## config.mk

```make
export PLATFORM = sky130hd
export DESIGN_NAME = map_control_unit
export DESIGN_NICKNAME = d
export VERILOG_FILES = /design/src/rtl/map_control_unit.sv
export SDC_FILE = /design/constraint.sdc
export NUM_CORES = 1
export LEC_CHECK = 0
export ABC_AREA = 0
export CORE_ASPECT_RATIO = 1.75
export CORE_MARGIN = 10
export CORE_UTILIZATION = 36
export DETAILED_ROUTE_END_ITERATION = 10
export PLACE_DENSITY = 0.71
export REMOVE_ABC_BUFFERS = 1
export SLEW_MARGIN = 30
export SYNTH_ARGS = -nofsm -noshare
export SYNTH_HDL_FRONTEND = slang
export SYNTH_SLANG_ARGS = --single-unit
```

## constraint.sdc

```tcl
create_clock -name CLK -period 1.41 [get_ports CLK]
set_input_delay 0.423 -clock CLK [delete_from_list [all_inputs] [get_ports CLK]]
set_output_delay 0.423 -clock CLK [all_outputs]
set_load 0.01 [all_outputs]
```

## src/rtl/map_control_unit.sv

```systemverilog
// map_control_unit: boot/run/halt sequencer and instruction decoder for the MAP core datapath
// Ports: CLK/RST_N clock and async active-low reset; RESUME leaves HALT;
//        Ins/ZeroFlag/E instruction word and ALU flags; SEL_MUX1/4/5, OPMode_Main,
//        WR, Stack_Mode datapath controls; HALTED, TRAP, RETIRED status.
// Optional: define MAP_TRAP_ON_E_EN to trap ALU instructions that raise E.
module map_control_unit #(
    parameter int CNT_W = 16
) (
    input  logic             CLK,
    input  logic             RST_N,
    input  logic             RESUME,
    input  logic [7:0]       Ins,
    input  logic             ZeroFlag,
    input  logic             E,
    output logic [1:0]       SEL_MUX1,
    output logic [1:0]       SEL_MUX4,
    output logic [1:0]       SEL_MUX5,
    output logic [4:0]       OPMode_Main,
    output logic [1:0]       WR,
    output logic [1:0]       Stack_Mode,
    output logic             HALTED,
    output logic             TRAP,
    output logic [CNT_W-1:0] RETIRED
);
    typedef enum logic [1:0] {BOOT, RUN, HALT} state_t;
    state_t state;
    logic   trap_now;
    logic   trap_q;
`ifdef MAP_TRAP_ON_E_EN
    assign trap_now = state == RUN && Ins[7:6] == 2'b00 && E;
`else
    logic unused_e;
    assign unused_e = E;
    assign trap_now = 1'b0;
`endif
    assign TRAP   = trap_q;
    assign HALTED = state == HALT;
    // While RST_N is low the state is already BOOT, so the boot controls appear with no extra term.
    always_comb begin
        SEL_MUX1    = 2'd0;
        SEL_MUX4    = 2'd0;
        SEL_MUX5    = 2'd0;
        OPMode_Main = 5'd0;
        WR          = 2'b00;
        Stack_Mode  = 2'b00;
        if (state == BOOT) begin
            SEL_MUX4   = 2'd3;
            SEL_MUX5   = 2'd1;
            Stack_Mode = 2'b11;
        end else if (state == HALT) begin
            SEL_MUX4 = RESUME ? 2'd0 : 2'd1;
        end else begin
            case (Ins[7:6])
                2'b00: begin
                    OPMode_Main = Ins[5:1];
                    WR[0]       = !trap_now;
                    SEL_MUX4    = trap_now ? 2'd3 : 2'd0;
                end
                2'b01: begin
                    SEL_MUX1 = 2'd2;
                    WR[0]    = 1'b1;
                end
                2'b10: SEL_MUX4 = (!Ins[0] || ZeroFlag) ? 2'd1 : 2'd0;
                default: begin
                    if (!Ins[5]) begin
                        SEL_MUX1 = 2'd3;
                        WR[0]    = 1'b1;
                    end else if (Ins[4]) begin
                        WR[1] = 1'b1;
                    end else begin
                        Stack_Mode = Ins[3:2] == 2'b00 ? 2'b01 : Ins[3:2] == 2'b01 ? 2'b10 : 2'b00;
                        SEL_MUX1   = Ins[3:2] == 2'b01 ? 2'd1 : 2'd0;
                        WR[0]      = Ins[3:2] == 2'b01;
                        SEL_MUX4   = Ins[3:2] == 2'b10 ? 2'd2 : 2'd0;
                    end
                end
            endcase
        end
    end
    always_ff @(posedge CLK or negedge RST_N) begin
        if (!RST_N) begin
            state   <= BOOT;
            trap_q  <= 1'b0;
            RETIRED <= '0;
        end else begin
            case (state)
                BOOT: state <= RUN;
                RUN: begin
                    if (Ins == 8'h80) state <= HALT;
                    if (!trap_now) RETIRED <= RETIRED + CNT_W'(1);
                    trap_q <= trap_q | trap_now;
                end
                default: if (RESUME) state <= RUN;
            endcase
        end
    end
endmodule

```

---- Yosys cells after proc, flatten, opt, wreduce, memory -nomap -nowiden ----
Index checks and enable logic that the tools add are counted.
Widths: inputs -> output; s select.
storage, ports and cells
  register bits ........................... 18
  latch bits .............................. 0
  memory bits (writable) .................. 0
  bits in read-only memories .............. 0
  input bits .............................. 13
  output and inout bits ................... 33
  word-level logic and storage cells ...... 57
  memories kept ........................... 0
operators by class
  $add $sub $neg .......................... 1
  multiply operators ...................... 0
  div/mod/pow operators ................... 0
  magnitude comparators ................... 0
  equal/unequal tests ..................... 8
  shifts and indexed selects .............. 0
  muxes and demuxes ....................... 36
  bitwise operators ....................... 0
  reduce and logical (&&, ||, !) cells .... 10
operators by type and width
  cell                   count
  $mux 2                 19
  $add 16x1->16 const B  1
  $mux 5                 3
  $pmux 2 s2             3
  $mux 1                 10
  $eq 8x8->1 const B     1
  $eq 2x1->1 const B     3
  $eq 2x2->1 const B     3
  $logic_not 2->1        3
  $reduce_or 2->1        2
  $reduce_bool 3->1      1
  $reduce_or 3->1        1
  $ne 2x2->1 const B     1
  $pmux 1 s2             1
  $reduce_and 2->1       1
  $logic_not 1->1        1
  $logic_or 1x1->1       1

---- Longest topological paths before layout ----
Gate-level depths: netlist of the first run.
  depth after elaboration ................. 8
  mapped depth ............................ 5
  mapped depth without buffers ............ 5

---- Least setup slack after synthesis of the first run ----
Ideal clock, no wire load.
  path type ............................... input to output
  start ................................... input Ins[4]
  end ..................................... output SEL_MUX1[0]
  arrival ................................. 993 ps
  data required time ...................... 987 ps
  setup slack ............................. -6 ps
  stages on the path ...................... 4
  path buffers ............................ 0
  path through ............................ nor2_1 nand2_1 a21o_1 nor2_1
on the way
  word-level cells in the longest chain between the ends .. 5
ends and longest elaborated chain
  element          line  text
  start, declared  12    input logic [7:0] Ins,
  $mux 1           68    end else if (Ins[4]) begin
  $mux 2           65    if (!Ins[5]) begin
  $pmux 2 s2       53    case (Ins[7:6])
  $mux 2           50    end else if (state == HALT) begin
  $mux 2           46    if (state == BOOT) begin
  end, declared    15    output logic [1:0] SEL_MUX1,
Every way passes these cells.

---- Final worst setup path of the first run ----
  start ................................... register state[0]
  end ..................................... output SEL_MUX4[1]
on the way
  word-level cells in the longest chain between the ends .. 3
  elaborated cells between the ends (all ways) .. 4
  classes of those cells .................. eq/ne (1); mux (2); reduce/logical (1)
ends and longest elaborated chain
  element                 line  text
  start, declared         26    state_t state;
  start signal, assigned  82    state <= BOOT;
  start signal, assigned  87    BOOT: state <= RUN;
  start signal, assigned  89    if (Ins == 8'h80) state <= HALT;
  $eq 2x2->1              50
  $mux 2                  50
  $mux 2 *                46
  end, declared           16    output logic [1:0] SEL_MUX4,
Mark *: on every way between the ends. The rest lies on a longest branch, timed or not.

==> metrics.log, run 1 <==
[metrics] Final #Nets: 202
[metrics] distinct cell type count of the synthesized netlist: 33
[metrics] Max Cap Violations: 0
[metrics] width of the die: 59.89 um
[metrics] area of the die: 5377 sq um
[metrics] setup repair after global routing missed its margin: yes
[metrics] die height: 89.80 um
[metrics] number of global-route vias before repair: 1,280
[metrics] source-to-sink clock delay at the later pin of the worst-skew pair: 0.26 ns
[metrics] Fmax achieved: 0.5431 GHz
[metrics] Avg Vias per Cell: 5.047
[metrics] element type at the critical path start: flip-flop
[metrics] GRT Overall Usage: 0.1271
[metrics] FP Rows: 25
[metrics] area share of the largest cell type after synthesis: 0.4494
[metrics] cell count after synthesis: 100
[metrics] Antenna Nets Post-Route: 0
[metrics] top cells by area in the synthesized netlist: sky130_fd_sc_hd__dfrtp_1 45%, sky130_fd_sc_hd__xnor2_1 10%, sky130_fd_sc_hd__nand2_1 4.1%, sky130_fd_sc_hd__nor2_1 4.1%, sky130_fd_sc_hd__nand3_1 3.0%
[metrics] ratio of cells with drive above 1 in the final layout: 0.5561
[metrics] Floorplan Core Area: 2690 sq um
[metrics] number of primary I/O pins: 46
[metrics] pin count of the biggest net entering global routing: 19
[metrics] TritonCTS clock tree: built
[metrics] most used cells in the layout excluding fill and tap cells: 38 x sky130_fd_sc_hd__buf_4, 16 x sky130_fd_sc_hd__buf_2, 14 x sky130_fd_sc_hd__dfrtp_1
[metrics] Final Cell Area: 1898 sq um
[metrics] # setup viols final: 20
[metrics] average cell area after synthesis: 10.02 sq um
[metrics] iteration-0 DRC count of the detailed router: 12
[metrics] wire length of the first global-routing pass: 5568 um
[metrics] Worst VDD drop: 0.7943 mV
[metrics] #FFs+latches synth: 18
[metrics] GP Congestion: 0.7799
[metrics] Cell Pwr Density: 1182 nW/um^2
[metrics] hold crit path type: flip-flop to flip-flop
[metrics] Critical Setup Path Class: flip-flop to output pin
[metrics] CTS Sinks: 18
[metrics] total length of routed wires: 3487 um
[metrics] failing checks: negative setup slack
[metrics] Hold-fix buffers, CTS: 0
[metrics] worst hold slack: 0.4620 ns
[metrics] number of buffers inserted by port buffering: 42
[metrics] antenna violations before repair: 0
[metrics] warnings from Yosys: 0
[metrics] capturing element type of the critical path: output pin
[metrics] status: finished, violations left
[metrics] Clock Tree Root: sky130_fd_sc_hd__clkbuf_8
[metrics] instance area after placement: 1625 sq um
[metrics] starting density of the core: 0.3726
[metrics] number of clock buffers inserted by TritonCTS: 3
[metrics] DR vias: 1,080
[metrics] residual DRC count: 0
[metrics] final clock skew: 0.002567 ns
[metrics] clock slew at reported path FFs: 0.07 ns
[metrics] detailed-router iteration count before antenna repair: 4
[metrics] worst setup margin: -0.4313 ns
[metrics] most frequent standard cell in the layout excluding fill and tap cells: sky130_fd_sc_hd__buf_4
[metrics] Worst Path Required: 0.99 ns
[metrics] clock tree buffer depth: 2
[metrics] count of final max-slew check failures: 0
[metrics] detailed placer's ending HPWL: 2536 um
[metrics] share of synthesized area occupied by flip-flops and latches: 0.4494
[metrics] Area Overhead vs Synth: 89.39%
[metrics] maximum fanout count along the critical path: 5
[metrics] final critical-path required period: 1.841 ns
[metrics] cell count after placement: 192
[metrics] worst setup slack before clock tree synthesis: -1.042 ns
[metrics] Total Negative Setup Slacks: -4.096 ns
[metrics] number of H-tree branching levels: 1
[metrics] Final Non-Filler Cells: 214
[metrics] Final Hold Fails: 0
[metrics] wire length per cell after detailed routing: 16.29 um
[metrics] leading area contributor after synthesis: sky130_fd_sc_hd__dfrtp_1
[metrics] Arrival @ worst endpoint: 1.42 ns
[metrics] cell leakage power: 0.0009914 uW
[metrics] antenna cells: 0
[metrics] gr ovfl total: 0
[metrics] fin crit share: 1.306
[metrics] Post-Syn Area: 1002 sq um
-- layer usage --
layer  up-vias  global-route usage  share of wire
met5         -                   0              0
met3        14             0.05634           0.11
met2        55              0.2241           0.53
met1       505              0.1087           0.30
li1        506                   -              -
met4         0             0.07331          0.048
-- area by class of cell --
class,instances,area (sq um)
clock buffer,4,55.05
fill,220,792.0
inverter,4,15.01
multi-input combinational,76,659.4
sequential,18,455.4
tap,27,33.78
timing repair buffer,85,679.4
-- Yosys cell counts --
| library cell | count |
|---|---|
| sky130_fd_sc_hd__nand4_1 | 3 |
| sky130_fd_sc_hd__o21ai_0 | 1 |
| sky130_fd_sc_hd__inv_1 | 4 |
| sky130_fd_sc_hd__conb_1 | 1 |
| sky130_fd_sc_hd__nor2_2 | 1 |
| sky130_fd_sc_hd__xnor2_1 | 12 |
| sky130_fd_sc_hd__dfrtp_1 | 18 |
| sky130_fd_sc_hd__nor3_1 | 1 |
| sky130_fd_sc_hd__nor2_1 | 11 |
| sky130_fd_sc_hd__o21a_1 | 1 |
| sky130_fd_sc_hd__nand4_4 | 1 |
| sky130_fd_sc_hd__nand2_1 | 11 |
| sky130_fd_sc_hd__and4_2 | 1 |
| sky130_fd_sc_hd__a22oi_1 | 1 |
| sky130_fd_sc_hd__nand4_2 | 1 |
| sky130_fd_sc_hd__buf_4 | 3 |
| sky130_fd_sc_hd__nor4_4 | 1 |
| sky130_fd_sc_hd__nand3b_4 | 1 |
| sky130_fd_sc_hd__a21o_1 | 2 |
| sky130_fd_sc_hd__o22ai_1 | 1 |
| sky130_fd_sc_hd__nand2b_4 | 1 |
| sky130_fd_sc_hd__nand3_1 | 6 |
| sky130_fd_sc_hd__a31o_2 | 1 |
| sky130_fd_sc_hd__nor2b_1 | 2 |
| sky130_fd_sc_hd__and3_2 | 1 |
| sky130_fd_sc_hd__ha_1 | 1 |
| sky130_fd_sc_hd__and2_1 | 4 |
| sky130_fd_sc_hd__xor2_1 | 3 |
| sky130_fd_sc_hd__nor4_1 | 1 |
| sky130_fd_sc_hd__and3_1 | 1 |
| sky130_fd_sc_hd__nand2b_1 | 1 |
| sky130_fd_sc_hd__or2_1 | 1 |
| sky130_fd_sc_hd__a21oi_1 | 1 |
-- cell families (layout without fill, tap and decap cells) --
kind of cell,Yosys count,after routing,synth area share
other,1,2,0.003742
adder cells (fa/ha/maj),1,1,0.01248
AO/OA/AOI/OAI,8,8,0.05493
flip-flops,18,18,0.4494
XOR/XNOR,15,15,0.1311
buffers and inverters,7,93,0.03745
AND/OR/NAND/NOR,50,50,0.3109
-- per-stage QoR --
stage               utilization  total power [uW]
CTS                      0.6586              2215
global route             0.7056              2385
global placement         0.6042              1664
floorplan                     -              1155
detailed placement       0.6042              1694
finish                   0.7056              2244
-- worst max-delay path, cell delays in order (launching register included) --
cell and delay (ns):
sky130_fd_sc_hd__dfrtp_2 0.44, sky130_fd_sc_hd__nand4_1 0.18, sky130_fd_sc_hd__nor2_2 0.07, sky130_fd_sc_hd__buf_4 0.13, sky130_fd_sc_hd__a31o_4 0.22, sky130_fd_sc_hd__buf_6 0.12
-- flip-flops by register name, indices dropped and copies added, names as in the netlist --
register  count
RETIRED      16
state         2
-- where the power goes --
part / internal [uW] / switching, uW
combinational: 574 / 520
clock: 249 / 177
sequential: 640 / 83.5
total: 1460 / 781
-- path summary, 6_finish.rpt --
path                              from           to  slack, ns  cells past startpoint
setup reg to reg              state[0]  RETIRED[11]      -0.04                      7
min in group asynchronous        RST_N   RETIRED[9]       0.50                      2
setup / recovery              state[0]  SEL_MUX4[1]      -0.43                      5
max in group asynchronous        RST_N     state[0]       0.70                      2
hold / removal             RETIRED[15]  RETIRED[15]       0.46                      1
hold reg to reg            RETIRED[15]  RETIRED[15]       0.46                      1
-- timing repair --
action,4_1_cts,5_1_grt
resized for setup,120,36
setup endpoints to repair,37,26
pin swaps,14,13
endpoints found under the hold margin,0,0
setup buffers,15,4
No activity file was read; power rests on OpenSTA's default activity.
==> run 2: changes to the inputs <==
--- a/config.mk
+++ b/config.mk
@@ -10,6 +10,7 @@
 export CORE_MARGIN = 10
 export CORE_UTILIZATION = 36
 export DETAILED_ROUTE_END_ITERATION = 10
+export HOLD_SLACK_MARGIN = 0.05
 export PLACE_DENSITY = 0.71
 export REMOVE_ABC_BUFFERS = 1
 export SLEW_MARGIN = 30
==> results of run 2 <==
Final layout, timing and power as in run 1 (identical DEF).
==> run 3: changes to the inputs <==
==> constraint.sdc (replaced) <==
create_clock -name CLK -period 1.41 [get_ports CLK]
set_input_delay 0.282 -clock CLK [delete_from_list [all_inputs] [get_ports CLK]]
set_output_delay 0.282 -clock CLK [all_outputs]
set_load 0.01 [all_outputs]
==> metrics.log, run 3 (same netlist as run 1, synthesis figures left out) <==
[metrics] cell count after placement: 185 (was 192)
[metrics] total length of routed wires: 3130 um (was 3487 um)
[metrics] final critical-path required period: 1.617 ns (was 1.841 ns)
[metrics] number of buffers inserted by port buffering: 42 (unchanged)
[metrics] residual DRC count: 0 (unchanged)
[metrics] iteration-0 DRC count of the detailed router: 10 (was 12)
[metrics] most used cells in the layout excluding fill and tap cells: 29 x sky130_fd_sc_hd__buf_4, 22 x sky130_fd_sc_hd__dlygate4sd2_1, 15 x sky130_fd_sc_hd__dfrtp_1 (was 38 x sky130_fd_sc_hd__buf_4, 16 x sky130_fd_sc_hd__buf_2, 14 x sky130_fd_sc_hd__dfrtp_1)
[metrics] R2R cell count: 7 (unchanged)
[metrics] number of primary I/O pins: 46 (unchanged)
[metrics] slowest cell on the critical path: sky130_fd_sc_hd__dfrtp_2 (unchanged)
[metrics] FP Rows: 25 (unchanged)
[metrics] Cell Pwr Density: 1225 nW/um^2 (was 1182 nW/um^2)
[metrics] width of the die: 59.89 um (unchanged)
[metrics] cells traversed along the worst timing path: nand4_1, nor2_1, buf_4, a31o_4, buf_6 (was nand4_1, nor2_2, buf_4, a31o_4, buf_6)
[metrics] Arrival @ worst endpoint: 1.34 ns (was 1.42 ns)
[metrics] Largest Register: RETIRED (unchanged)
[metrics] number of H-tree branching levels: 1 (unchanged)
[metrics] hold crit path type: input pin to asynchronous set/reset pin (was flip-flop to flip-flop)
[metrics] number of clock buffers inserted by TritonCTS: 3 (unchanged)
[metrics] Final Non-Filler Cells: 202 (was 214)
[metrics] Fmax achieved: 0.6184 GHz (was 0.5431 GHz)
[metrics] GRT Overall Usage: 0.1147 (was 0.1271)
[metrics] count of final max-slew check failures: 0 (unchanged)
[metrics] Largest register FFs: 16 (unchanged)
[metrics] cell leakage power: 0.0008963 uW (was 0.0009914 uW)
[metrics] wire length per cell after detailed routing: 15.50 um (was 16.29 um)
[metrics] Clock Tree Root: sky130_fd_sc_hd__clkbuf_8 (unchanged)
[metrics] Worst VDD drop: 0.5671 mV (was 0.7943 mV)
[metrics] clock tree buffer depth: 2 (unchanged)
[metrics] antenna cells: 0 (unchanged)
[metrics] ratio of cells with drive above 1 in the final layout: 0.4286 (was 0.5561)
[metrics] setup repair after global routing missed its margin: yes (unchanged)
[metrics] starting density of the core: 0.3726 (unchanged)
[metrics] pin count of the biggest net entering global routing: 19 (unchanged)
[metrics] CTS Sinks: 18 (unchanged)
[metrics] Area Overhead vs Synth: 71.54% (was 89.39%)
[metrics] area of the die: 5377 sq um (unchanged)
[metrics] source-to-sink clock delay at the later pin of the worst-skew pair: 0.25 ns (was 0.26 ns)
[metrics] largest registers ranked by flip-flop count: RETIRED (16), state (2) (unchanged)
[metrics] wire length of the first global-routing pass: 5023 um (was 5568 um)
[metrics] # setup viols final: 20 (unchanged)
[metrics] Antenna Nets Post-Route: 0 (unchanged)
[metrics] GP Congestion: 0.8078 (was 0.7799)
[metrics] fin crit share: 1.147 (was 1.306)
[metrics] Critical Setup Path Class: flip-flop to output pin (unchanged)
[metrics] crit-path max cell delay: 0.43 ns (was 0.44 ns)
[metrics] post-route core utilization: 0.6391 (was 0.7056)
[metrics] clock slew at reported path FFs: 0.07 ns (about the same)
[metrics] final clock skew: 0.005169 ns (was 0.002567 ns)
[metrics] detailed placer's ending HPWL: 2453 um (was 2536 um)
[metrics] capturing element type of the critical path: output pin (unchanged)
[metrics] status: finished, violations left (unchanged)
[metrics] number of global-route vias before repair: 1,092 (was 1,280)
[metrics] antenna violations before repair: 0 (unchanged)
[metrics] die height: 89.80 um (unchanged)
[metrics] Avg Vias per Cell: 4.941 (was 5.047)
[metrics] Final Hold Fails: 0 (unchanged)
[metrics] most frequent standard cell in the layout excluding fill and tap cells: sky130_fd_sc_hd__buf_4 (unchanged)
[metrics] worst setup margin: -0.2071 ns (was -0.4313 ns)
[metrics] Top Layer Used: met4 (unchanged)
[metrics] Hold-fix buffers, CTS: 0 (unchanged)
[metrics] element type at the critical path start: flip-flop (unchanged)
[metrics] Worst Path Required: 1.13 ns (was 0.99 ns)
[metrics] maximum fanout count along the critical path: 4 (was 5)
[metrics] TritonCTS clock tree: built (unchanged)
[metrics] gr ovfl total: 0 (unchanged)
[metrics] Floorplan Core Area: 2690 sq um (unchanged)
[metrics] WL met2: 1756 um (was 1865 um)
[metrics] Detail Route met3 WL: 353 um (was 395 um)
[metrics] failing checks: negative setup slack (unchanged)
[metrics] met1 layer wirelength in the final routing: 1005 um (was 1057 um)
[metrics] detailed-router iteration count before antenna repair: 3 (was 4)
[metrics] DR vias: 998 (was 1,080)
[metrics] Max Cap Violations: 0 (unchanged)
[metrics] Final #Nets: 190 (was 202)
## run 3: area by class of cell
type / count / area [sq um]
Timing Repair Buffer: 73 / 564.3
Tap cell: 27 / 33.78
Fill cell: 241 / 970.9
Sequential cell: 18 / 454.2
Clock buffer: 4 / 55.05
Inverter: 4 / 15.01
Multi-Input combinational cell: 76 / 596.8
## run 3: where the power goes
part / total [uW] / switching, uW / leakage (uW) / internal (uW)
combinational: 936 / 453 / 0.000639 / 483
sequential: 757 / 117 / 0.000229 / 640
clock: 413 / 165 / 0.0000288 / 247
total: 2110 / 735 / 0.000896 / 1370
## run 3: metrics by stage
step                      setup WS (ns)  cell area, sq um  power, uW  setup TNS (ns)  hold WS, ns
after floorplan                 0.07306             983.4       1155               0     -0.01359
after global placement          -0.7189              1573       1591          -8.899       0.4618
after detailed placement        -0.7502              1573       1618          -9.836       0.4696
after CTS                       -0.2400              1670       2098          -1.449       0.3714
after global routing            -0.2289              1719       2237          -2.716       0.3729
final                           -0.2071              1719       2106          -1.638       0.3591
## run 3: path summary, 6_finish.rpt
path | endpoint | startpoint | slack, ns
setup / recovery | SEL_MUX4[1] | state[0] | -0.21
hold / removal | RETIRED[10] | RST_N | 0.36
setup reg to reg | RETIRED[7] | state[0] | -0.09
hold reg to reg | RETIRED[15] | RETIRED[15] | 0.47
max in group asynchronous | RETIRED[5] | RST_N | 0.84
min in group CLK | RETIRED[15] | RETIRED[15] | 0.47
## run 3: per-layer routing
layer  vias up  global-route usage
met5         -                   0
met4         0             0.02820
met3         2             0.05211
met2        39              0.2155
met1       477              0.1015
li1        480                   -
## run 3: repair_timing
item | in CTS | in global routing
cloned | 0 | 0
pin swaps | 8 | 4
endpoints found under the setup margin | 40 | 21
gates resized for setup | 93 | 17
setup buffers | 10 | 4
## run 3: critical path, delay by kind of cell, from the launching register on
kind / cells / cell delay [ns]
AO/OA/AOI/OAI: 1 / 0.22
buffers and inverters: 2 / 0.24
flip-flops: 1 / 0.43
AND/OR/NAND/NOR: 2 / 0.19
